$ cat src/rtl/counter_pkg.sv
// Shared constants and step-direction encoding for the cascaded modulo-N counter.
package counter_pkg;

  localparam int DEF_DIGITS  = 4;
  localparam int DEF_MODULUS = 10;
  localparam int DEF_WIDTH   = 4;

  typedef enum logic [1:0] {
    HOLD = 2'd0,
    UP   = 2'd1,
    DOWN = 2'd2
  } step_dir_e;

endpackage

$ cat src/rtl/mod_n_digit.sv
// One modulo-N digit register: clear > load (with clamping) > step.
module mod_n_digit
  import counter_pkg::*;
#(
  parameter int MODULUS = DEF_MODULUS,
  parameter int WIDTH   = DEF_WIDTH
) (
  input  logic             clk,
  input  logic             rst,
  input  logic             step_en,
  input  step_dir_e        dir,
  input  logic             clear,
  input  logic             load,
  input  logic [WIDTH-1:0] load_digit,
  output logic [WIDTH-1:0] value,
  output logic             is_max,
  output logic             is_zero,
  output logic             clamp
);

  localparam logic [WIDTH-1:0] MAX_VAL = WIDTH'(MODULUS - 1);
  localparam logic [WIDTH:0]   MOD_EXT = (WIDTH + 1)'(MODULUS);

  logic [WIDTH-1:0] value_q;
  logic [WIDTH-1:0] value_d;

  // Extra MSB keeps the compare meaningful when MODULUS == 2**WIDTH.
  assign clamp   = ({1'b0, load_digit} >= MOD_EXT);
  assign is_max  = (value_q == MAX_VAL);
  assign is_zero = (value_q == '0);
  assign value   = value_q;

  always_comb begin
    value_d = value_q;
    if (clear) begin
      value_d = '0;
    end else if (load) begin
      value_d = clamp ? MAX_VAL : load_digit;
    end else if (step_en) begin
      case (dir)
        UP:      value_d = is_max  ? '0      : value_q + WIDTH'(1);
        DOWN:    value_d = is_zero ? MAX_VAL : value_q - WIDTH'(1);
        default: value_d = value_q;
      endcase
    end
  end

  always_ff @(posedge clk) begin
    if (rst) begin
      value_q <= '0;
    end else begin
      value_q <= value_d;
    end
  end

endmodule

$ cat src/rtl/mod_n_digit_counter.sv
// Cascaded modulo-N up/down counter with clear, clamped load and registered wrap flags.
module mod_n_digit_counter
  import counter_pkg::*;
#(
  parameter int DIGITS  = DEF_DIGITS,
  parameter int MODULUS = DEF_MODULUS,
  parameter int WIDTH   = DEF_WIDTH
) (
  input  logic                    clk,
  input  logic                    rst,
  input  logic                    inc,
  input  logic                    dec,
  input  logic                    clear,
  input  logic                    load,
  input  logic [DIGITS*WIDTH-1:0] load_val,
  output logic [DIGITS*WIDTH-1:0] count,
  output logic                    carry_out,
  output logic                    borrow_out,
  output logic                    load_err,
  output logic                    at_zero,
  output logic                    at_max
);

  step_dir_e        dir;
  logic [DIGITS-1:0] step_en;
  logic [DIGITS-1:0] is_max;
  logic [DIGITS-1:0] is_zero;
  logic [DIGITS-1:0] clamp;
  logic [WIDTH-1:0]  digit_value [DIGITS];

  logic carry_q, carry_d;
  logic borrow_q, borrow_d;
  logic load_err_q, load_err_d;

  always_comb begin
    dir = HOLD;
    if (inc && !dec) begin
      dir = UP;
    end else if (dec && !inc) begin
      dir = DOWN;
    end
  end

  // Ripple enable: a digit steps only when every lower digit is at its wrap point.
  assign step_en[0] = (dir != HOLD);

  genvar gi;
  generate
    for (gi = 1; gi < DIGITS; gi++) begin : g_chain
      assign step_en[gi] = step_en[gi-1] &
                           ((dir == UP) ? is_max[gi-1] : is_zero[gi-1]);
    end

    for (gi = 0; gi < DIGITS; gi++) begin : g_digit
      mod_n_digit #(
        .MODULUS (MODULUS),
        .WIDTH   (WIDTH)
      ) u_digit (
        .clk        (clk),
        .rst        (rst),
        .step_en    (step_en[gi]),
        .dir        (dir),
        .clear      (clear),
        .load       (load),
        .load_digit (load_val[gi*WIDTH +: WIDTH]),
        .value      (digit_value[gi]),
        .is_max     (is_max[gi]),
        .is_zero    (is_zero[gi]),
        .clamp      (clamp[gi])
      );
      assign count[gi*WIDTH +: WIDTH] = digit_value[gi];
    end
  endgenerate

  assign at_zero = &is_zero;
  assign at_max  = &is_max;

  // Flags only fire for the operation that actually wins this cycle.
  always_comb begin
    carry_d    = !clear && !load && (dir == UP)   && at_max;
    borrow_d   = !clear && !load && (dir == DOWN) && at_zero;
    load_err_d = !clear && load && (|clamp);
  end

  always_ff @(posedge clk) begin
    if (rst) begin
      carry_q    <= 1'b0;
      borrow_q   <= 1'b0;
      load_err_q <= 1'b0;
    end else begin
      carry_q    <= carry_d;
      borrow_q   <= borrow_d;
      load_err_q <= load_err_d;
    end
  end

  assign carry_out  = carry_q;
  assign borrow_out = borrow_q;
  assign load_err   = load_err_q;

endmodule

$ cat config.mk
export PLATFORM = sky130hd
export DESIGN_NAME = mod_n_digit_counter
export DESIGN_NICKNAME = d
export VERILOG_FILES = /design/src/rtl/counter_pkg.sv /design/src/rtl/mod_n_digit.sv /design/src/rtl/mod_n_digit_counter.sv
export SDC_FILE = /design/constraint.sdc
export NUM_CORES = 1
export LEC_CHECK = 0
export ABC_AREA = 1
export CAP_MARGIN = 40
export CORE_UTILIZATION = 54
export CTS_BUF_LIST = sky130_fd_sc_hd__clkbuf_4
export DETAILED_ROUTE_END_ITERATION = 16
export GPL_TIMING_DRIVEN = 0
export PLACE_DENSITY_LB_ADDON = 0.08
export SLEW_MARGIN = 20
export SYNTH_ARGS = -nofsm -noshare
export SYNTH_HDL_FRONTEND = slang
export SYNTH_SLANG_ARGS = --single-unit
$ cat constraint.sdc
create_clock -name clk -period 2.7 [get_ports clk]
set_input_delay 0.54 -clock clk [delete_from_list [all_inputs] [get_ports clk]]
set_output_delay 0.54 -clock clk [all_outputs]
set_load 0.02 [all_outputs]
Yosys cells after proc, flatten, opt, wreduce, memory -nomap -nowiden
Cells that the tools add are included.
Widths: inputs -> output; s select.
- logic and storage cells: 88
- output and inout port bits: 21
- register bits: 19
- input port bits: 22
- bitwise logic cells: 3
- magnitude comparators: 4
- reductions and logical operators: 31
- muxes and demuxes: 29
- equality and inequality tests: 6
- $add $sub $neg: 8
- operators by type and width (cell ; number):
    $mux 4 ; 20
    $pmux 4 s2 ; 4
    $add 4x1->4 const B ; 4
    $eq 4x4->1 const B ; 4
    $ge 4x4->1 const B ; 4
    $logic_not 4->1 ; 4
    $sub 4x1->4 const B ; 4
    $reduce_bool 2->1 ; 5
    $logic_and 1x1->1 ; 9
    $reduce_and 2->1 ; 4
    $reduce_and 4->1 ; 2
    $logic_not 1->1 ; 4
    $mux 2 ; 2
    $reduce_or 4->1 ; 1
    $and 1x1->1 ; 3
    $mux 1 ; 3
    $reduce_bool 3->1 ; 1
    $eq 2x1->1 const B ; 1
    $eq 2x2->1 const B ; 1
    $reduce_or 2->1 ; 1

Longest topological paths before layout
- word-level depth: 11
- depth in mapped cells: 11
- depth with buffers taken out: 11

By module
From an unflattened synthesis, not the netlist that was laid out.
- cell total of the unflattened synthesis: 296
- area total of the unflattened synthesis: 1754.2 sq um
- by module, submodules not included (module ; cells an instance ; instances ; sequential area each (sq um) ; area an instance (sq um)):
    mod_n_digit ; 64 ; 4 ; 80.1 ; 374.1
    mod_n_digit_counter ; 40 ; 1 ; 60.1 ; 257.7

Worst setup path after synthesis
OpenSTA, ideal clock, no wires.
- kind: register to output
- from: register g_digit[0].u_digit.value_q[3]
- to: output at_max
- setup slack: 1056 ps
- data arrival time: 1104 ps
- data required time: 2160 ps
- path buffers: 0
- stages on the path, launching flop included: 7
- cell sequence: dfxtp_1 -> inv_1 -> nor2_2 -> nand2_2 -> nor2_1 -> nand3_1 -> inv_1
- longest elaborated chain between the ends: 2
- RTL lines (element ; RTL line ; RTL):
    from (decl) ; mod_n_digit.sv:24 ; logic [WIDTH-1:0] value_q;
    from (signal assigned) ; mod_n_digit.sv:52 ; value_q <= value_d;
    $eq 4x4->1 ; mod_n_digit.sv:29 ; assign is_max = (value_q == MAX_VAL);
    $reduce_and 4->1 ; mod_n_digit_counter.sv:76 ; assign at_max = &is_max;
    to (decl) ; mod_n_digit_counter.sv:21 ; output logic at_max
No other way between the ends.

Final worst setup path
- from: register g_digit[3].u_digit.value_q[0]
- to: output at_zero
- longest elaborated chain between the ends: 2
- RTL lines (element ; RTL line ; RTL):
    from (decl) ; mod_n_digit.sv:24 ;
    from (signal assigned) ; mod_n_digit.sv:52 ;
    $logic_not 4->1 ; mod_n_digit.sv:30 ; assign is_zero = (value_q == '0);
    $reduce_and 4->1 ; mod_n_digit_counter.sv:75 ; assign at_zero = &is_zero;
    to (decl) ; mod_n_digit_counter.sv:20 ; output logic at_zero,
No other way between the ends.

==> results.sh <==
export IMPL_avgRoutedWirePerCell_um=11.87
export IMPL_syn_to_final_growth_pct=30.05
export IMPL_cellPowerDensity_mw_per_mm2=376.3
export IMPL_syn_cell_area_mm2=0.001628
export IMPL_globalRoute_totalOverflow=0
export IMPL_dp_final_hpwl_um=3268
export IMPL_clock_sink_count=19
export IMPL_multi_input_comb_area_mm2=0.001080
export IMPL_post_synth_edffs=0
export IMPL_count_of_warnings_emitted_by_yosys=0
export IMPL_grt_start_max_net_pins=11
export IMPL_ys_seq_elements=19
export IMPL_drive_gt1_share_pct=7.295
export IMPL_seq_area_frac_synth_pct=23.37
export IMPL_detail_route_drc_violations=4
export IMPL_synthesized_area_per_cell_um2=5.752
export IMPL_grt_setup_unrepaired="no"
export IMPL_ir_worst_vdd_uv=311.5
export IMPL_clock_latency_ns=0.32
export IMPL_min_delay_start="g_digit[0].u_digit.value[3]$_SDFFE_PP0P_"
export IMPL_route_antenna_remaining_nets=0
export IMPL_failing_checks="DRC"
export IMPL_finalHoldWorstSlack_ns=0.5411
export IMPL_synthDominantAreaCellType="sky130_fd_sc_hd__dfxtp_1"
export IMPL_post_cts_setup_buffer_count=0
export IMPL_critical_path_reg2reg_endpoint="g_digit[3].u_digit.value[1]$_SDFFE_PP0P_"
export IMPL_setup_viol=0
export IMPL_totalNegativeSetupSlack_ns=0
export IMPL_max_clock_freq_mhz=394.9
export IMPL_timing_worst_setup_path_type="reg2out"
export IMPL_seq_area_um2=380.4
export IMPL_number_of_hold_violations_in_the_final_report=0
export IMPL_cts_htree_levels=1
export IMPL_via_to_cell_ratio=5.558
export IMPL_whs_endpoint="g_digit[0].u_digit.value[3]$_SDFFE_PP0P_"
export IMPL_r2r_start="g_digit[0].u_digit.value[0]$_SDFFE_PP0P_"
export IMPL_dieHeight_um=56.91
export IMPL_grt_pass1_vias=1684
export IMPL_insertedDiodeCount=0
export IMPL_yosysMostFrequentCell="sky130_fd_sc_hd__nand2_1"
export IMPL_numPlacedInstances=356
export IMPL_first_pass_iters=11
export IMPL_ys_dominant_reg_cell="sky130_fd_sc_hd__dfxtp_1"
export IMPL_worstSetupEndpointType="output port"
export IMPL_finalNonFillerCells=360
export IMPL_synth_top_cell_area_share_pct=23.37
export IMPL_detail_route_wirelength_um=4272
export IMPL_rows=19
export IMPL_grt_pass1_wl_um=7176
export IMPL_p_leak_nw=0.9693
export IMPL_syn_inst=283
export IMPL_grt_antenna_before_repair=0
export IMPL_fp_dieArea_mm2=0.003238
export IMPL_worst_hold_path_type="reg2reg"
export IMPL_critical_path_arrival_ns=1.99
export IMPL_number_of_buffers_inserted_during_clock_tree_synthesis=3
export IMPL_pre_cts_slack_ns=0.3573
export IMPL_worst_slew_pin_transition_ns=0.4527
export IMPL_ctsLongestPathBuffers=2
export IMPL_drtIter0Drc=151
export IMPL_synth_top_cells_by_count="sky130_fd_sc_hd__nand2_1 (85), sky130_fd_sc_hd__nor2_1 (39), sky130_fd_sc_hd__inv_1 (30), sky130_fd_sc_hd__nand3_1 (29), sky130_fd_sc_hd__o21ai_0 (23)"
export IMPL_clk_root_buffer_cell="sky130_fd_sc_hd__clkbuf_4"
export IMPL_startpoint_type="flop"
export IMPL_core_area_mm2=0.002805
export IMPL_layout_min_cycle_time_ns=2.533
export IMPL_tritoncts="done"
export IMPL_post_cts_hold_buffer_count=0
export IMPL_whs_path_depth=2
export IMPL_routabilityCongestion=0.8654
export IMPL_clk_pin_slew_ns=0.13
export IMPL_max_transition_margin_pct=69.82
export IMPL_reported_max_cap_violation_count=0
export IMPL_cp_required_ns=2.16
export IMPL_floorplan_initialDensity_pct=58.03
export IMPL_final_number_of_max_transition_violations=0
export IMPL_outcome="finished, violations left"
export IMPL_finalClockSkew_ns=0.007312
export IMPL_finish_net_count=354
export IMPL_synth_net_count=307
export IMPL_postLayoutSetupSlackWorst_ns=0.1674
export IMPL_synthArstFlopShare_pct=0
export IMPL_die_w_um=56.91
export IMPL_period_share_pct=93.80
export IMPL_port_buffers=42
export IMPL_io_pins=43
export IMPL_crit_fanout=6
export IMPL_groute_usage_overall_pct=27.69
export IMPL_reg2reg_slack_ns=1.26
export IMPL_post_synthesis_cell_type_count=27
export IMPL_reg2regPathDepth=9
export IMPL_ys_top_cells_by_area="sky130_fd_sc_hd__dfxtp_1 (23%), sky130_fd_sc_hd__nand2_1 (20%), sky130_fd_sc_hd__nor2_1 (9.0%)"
export IMPL_cts_resized=0
export IMPL_fillcell_total=261
export IMPL_vias=2001
-- flip-flops by register name, summed over array words and instances (netlist names) --
signal,cells
carry_out,1
load_err,1
g_digit.u_digit.value,16
borrow_out,1
-- worst max-delay path by stage --
stage / start / end / slack (ns) / cells after the start
floorplan: g_digit[0].u_digit.value[3]$_SDFFE_PP0P_ / at_max / 1.06 / 6
global placement: inc / g_digit[0].u_digit.value[0]$_SDFFE_PP0P_ / 0.40 / 9
detailed placement: inc / g_digit[0].u_digit.value[0]$_SDFFE_PP0P_ / 0.36 / 9
CTS: g_digit[3].u_digit.value[0]$_SDFFE_PP0P_ / at_zero / 0.18 / 6
global route: g_digit[3].u_digit.value[0]$_SDFFE_PP0P_ / at_zero / 0.07 / 6
finish: g_digit[3].u_digit.value[0]$_SDFFE_PP0P_ / at_zero / 0.17 / 6
-- through the flow --
step / area (µm²) / power [mW] / util, %
global placement: 2087 / 0.6222 / 74.40
floorplan: 1628 / 0.5198 / -
CTS: 2117 / 0.7897 / 75.47
finish: 2117 / 0.7966 / 75.47
detailed placement: 2087 / 0.6279 / 74.40
global route: 2117 / 0.8349 / 75.47
-- per-layer routing --
| metal | vias up | wire, µm | GRT usage (%) |
|---|---|---|---|
| li1 | 1012 | - | - |
| met1 | 885 | 2001 | 36.52 |
| met2 | 97 | 1911 | 46.72 |
| met3 | 7 | 292 | 2.304 |
| met4 | 0 | 66 | 10.80 |
| met5 | - | 0 | 0 |
-- critical path, cell delays in order, from the launching register on --
cell and delay (ns):
sky130_fd_sc_hd__dfxtp_1 0.39, sky130_fd_sc_hd__nor2_1 0.22, sky130_fd_sc_hd__nand3_1 0.16, sky130_fd_sc_hd__nor2_1 0.14
sky130_fd_sc_hd__nand2_1 0.10, sky130_fd_sc_hd__inv_1 0.07, sky130_fd_sc_hd__clkdlybuf4s50_1 0.60
-- kinds of logic (layout without fill, tap and decap cells) --
| logic type | Yosys count | in the layout | share of synthesized area, % |
|---|---|---|---|
| AND/OR/NAND/NOR | 172 | 172 | 47.50 |
| AO/OA/AOI/OAI | 49 | 49 | 16.76 |
| buffers and inverters | 40 | 86 | 10.30 |
| flip-flops | 19 | 19 | 23.37 |
| adder cells (fa/ha/maj) | 2 | 2 | 1.537 |
| XOR/XNOR | 1 | 1 | 0.5381 |
-- placed cells by master, fill, tap and decap left out, types with 3 or more instances in the layout --
cell type	instances
sky130_fd_sc_hd__a21oi_1	17
sky130_fd_sc_hd__a31oi_1	3
sky130_fd_sc_hd__clkbuf_4	4
sky130_fd_sc_hd__clkdlybuf4s50_1	42
sky130_fd_sc_hd__dfxtp_1	19
sky130_fd_sc_hd__inv_1	30
sky130_fd_sc_hd__inv_2	3
sky130_fd_sc_hd__nand2_1	85
sky130_fd_sc_hd__nand3_1	29
sky130_fd_sc_hd__nand4_1	4
sky130_fd_sc_hd__nor2_1	39
sky130_fd_sc_hd__nor2_2	4
sky130_fd_sc_hd__o211ai_1	3
sky130_fd_sc_hd__o21ai_0	23
-- power breakdown --
group | total, mW | internal [mW] | switching [mW]
clock | 0.172 | 0.0679 | 0.104
sequential | 0.315 | 0.294 | 0.0210
combinational | 0.309 | 0.131 | 0.179
total | 0.797 | 0.493 | 0.304
-- area by class of cell --
class / instances / area share (%)
buffer: 7 / 2.069
inverter: 33 / 5.851
tap: 31 / 1.832
timing repair buffer: 42 / 19.86
clock buffer: 4 / 1.418
sequential: 19 / 17.97
multi-input combinational: 224 / 51.00
(Power assumes the default switching activity.)
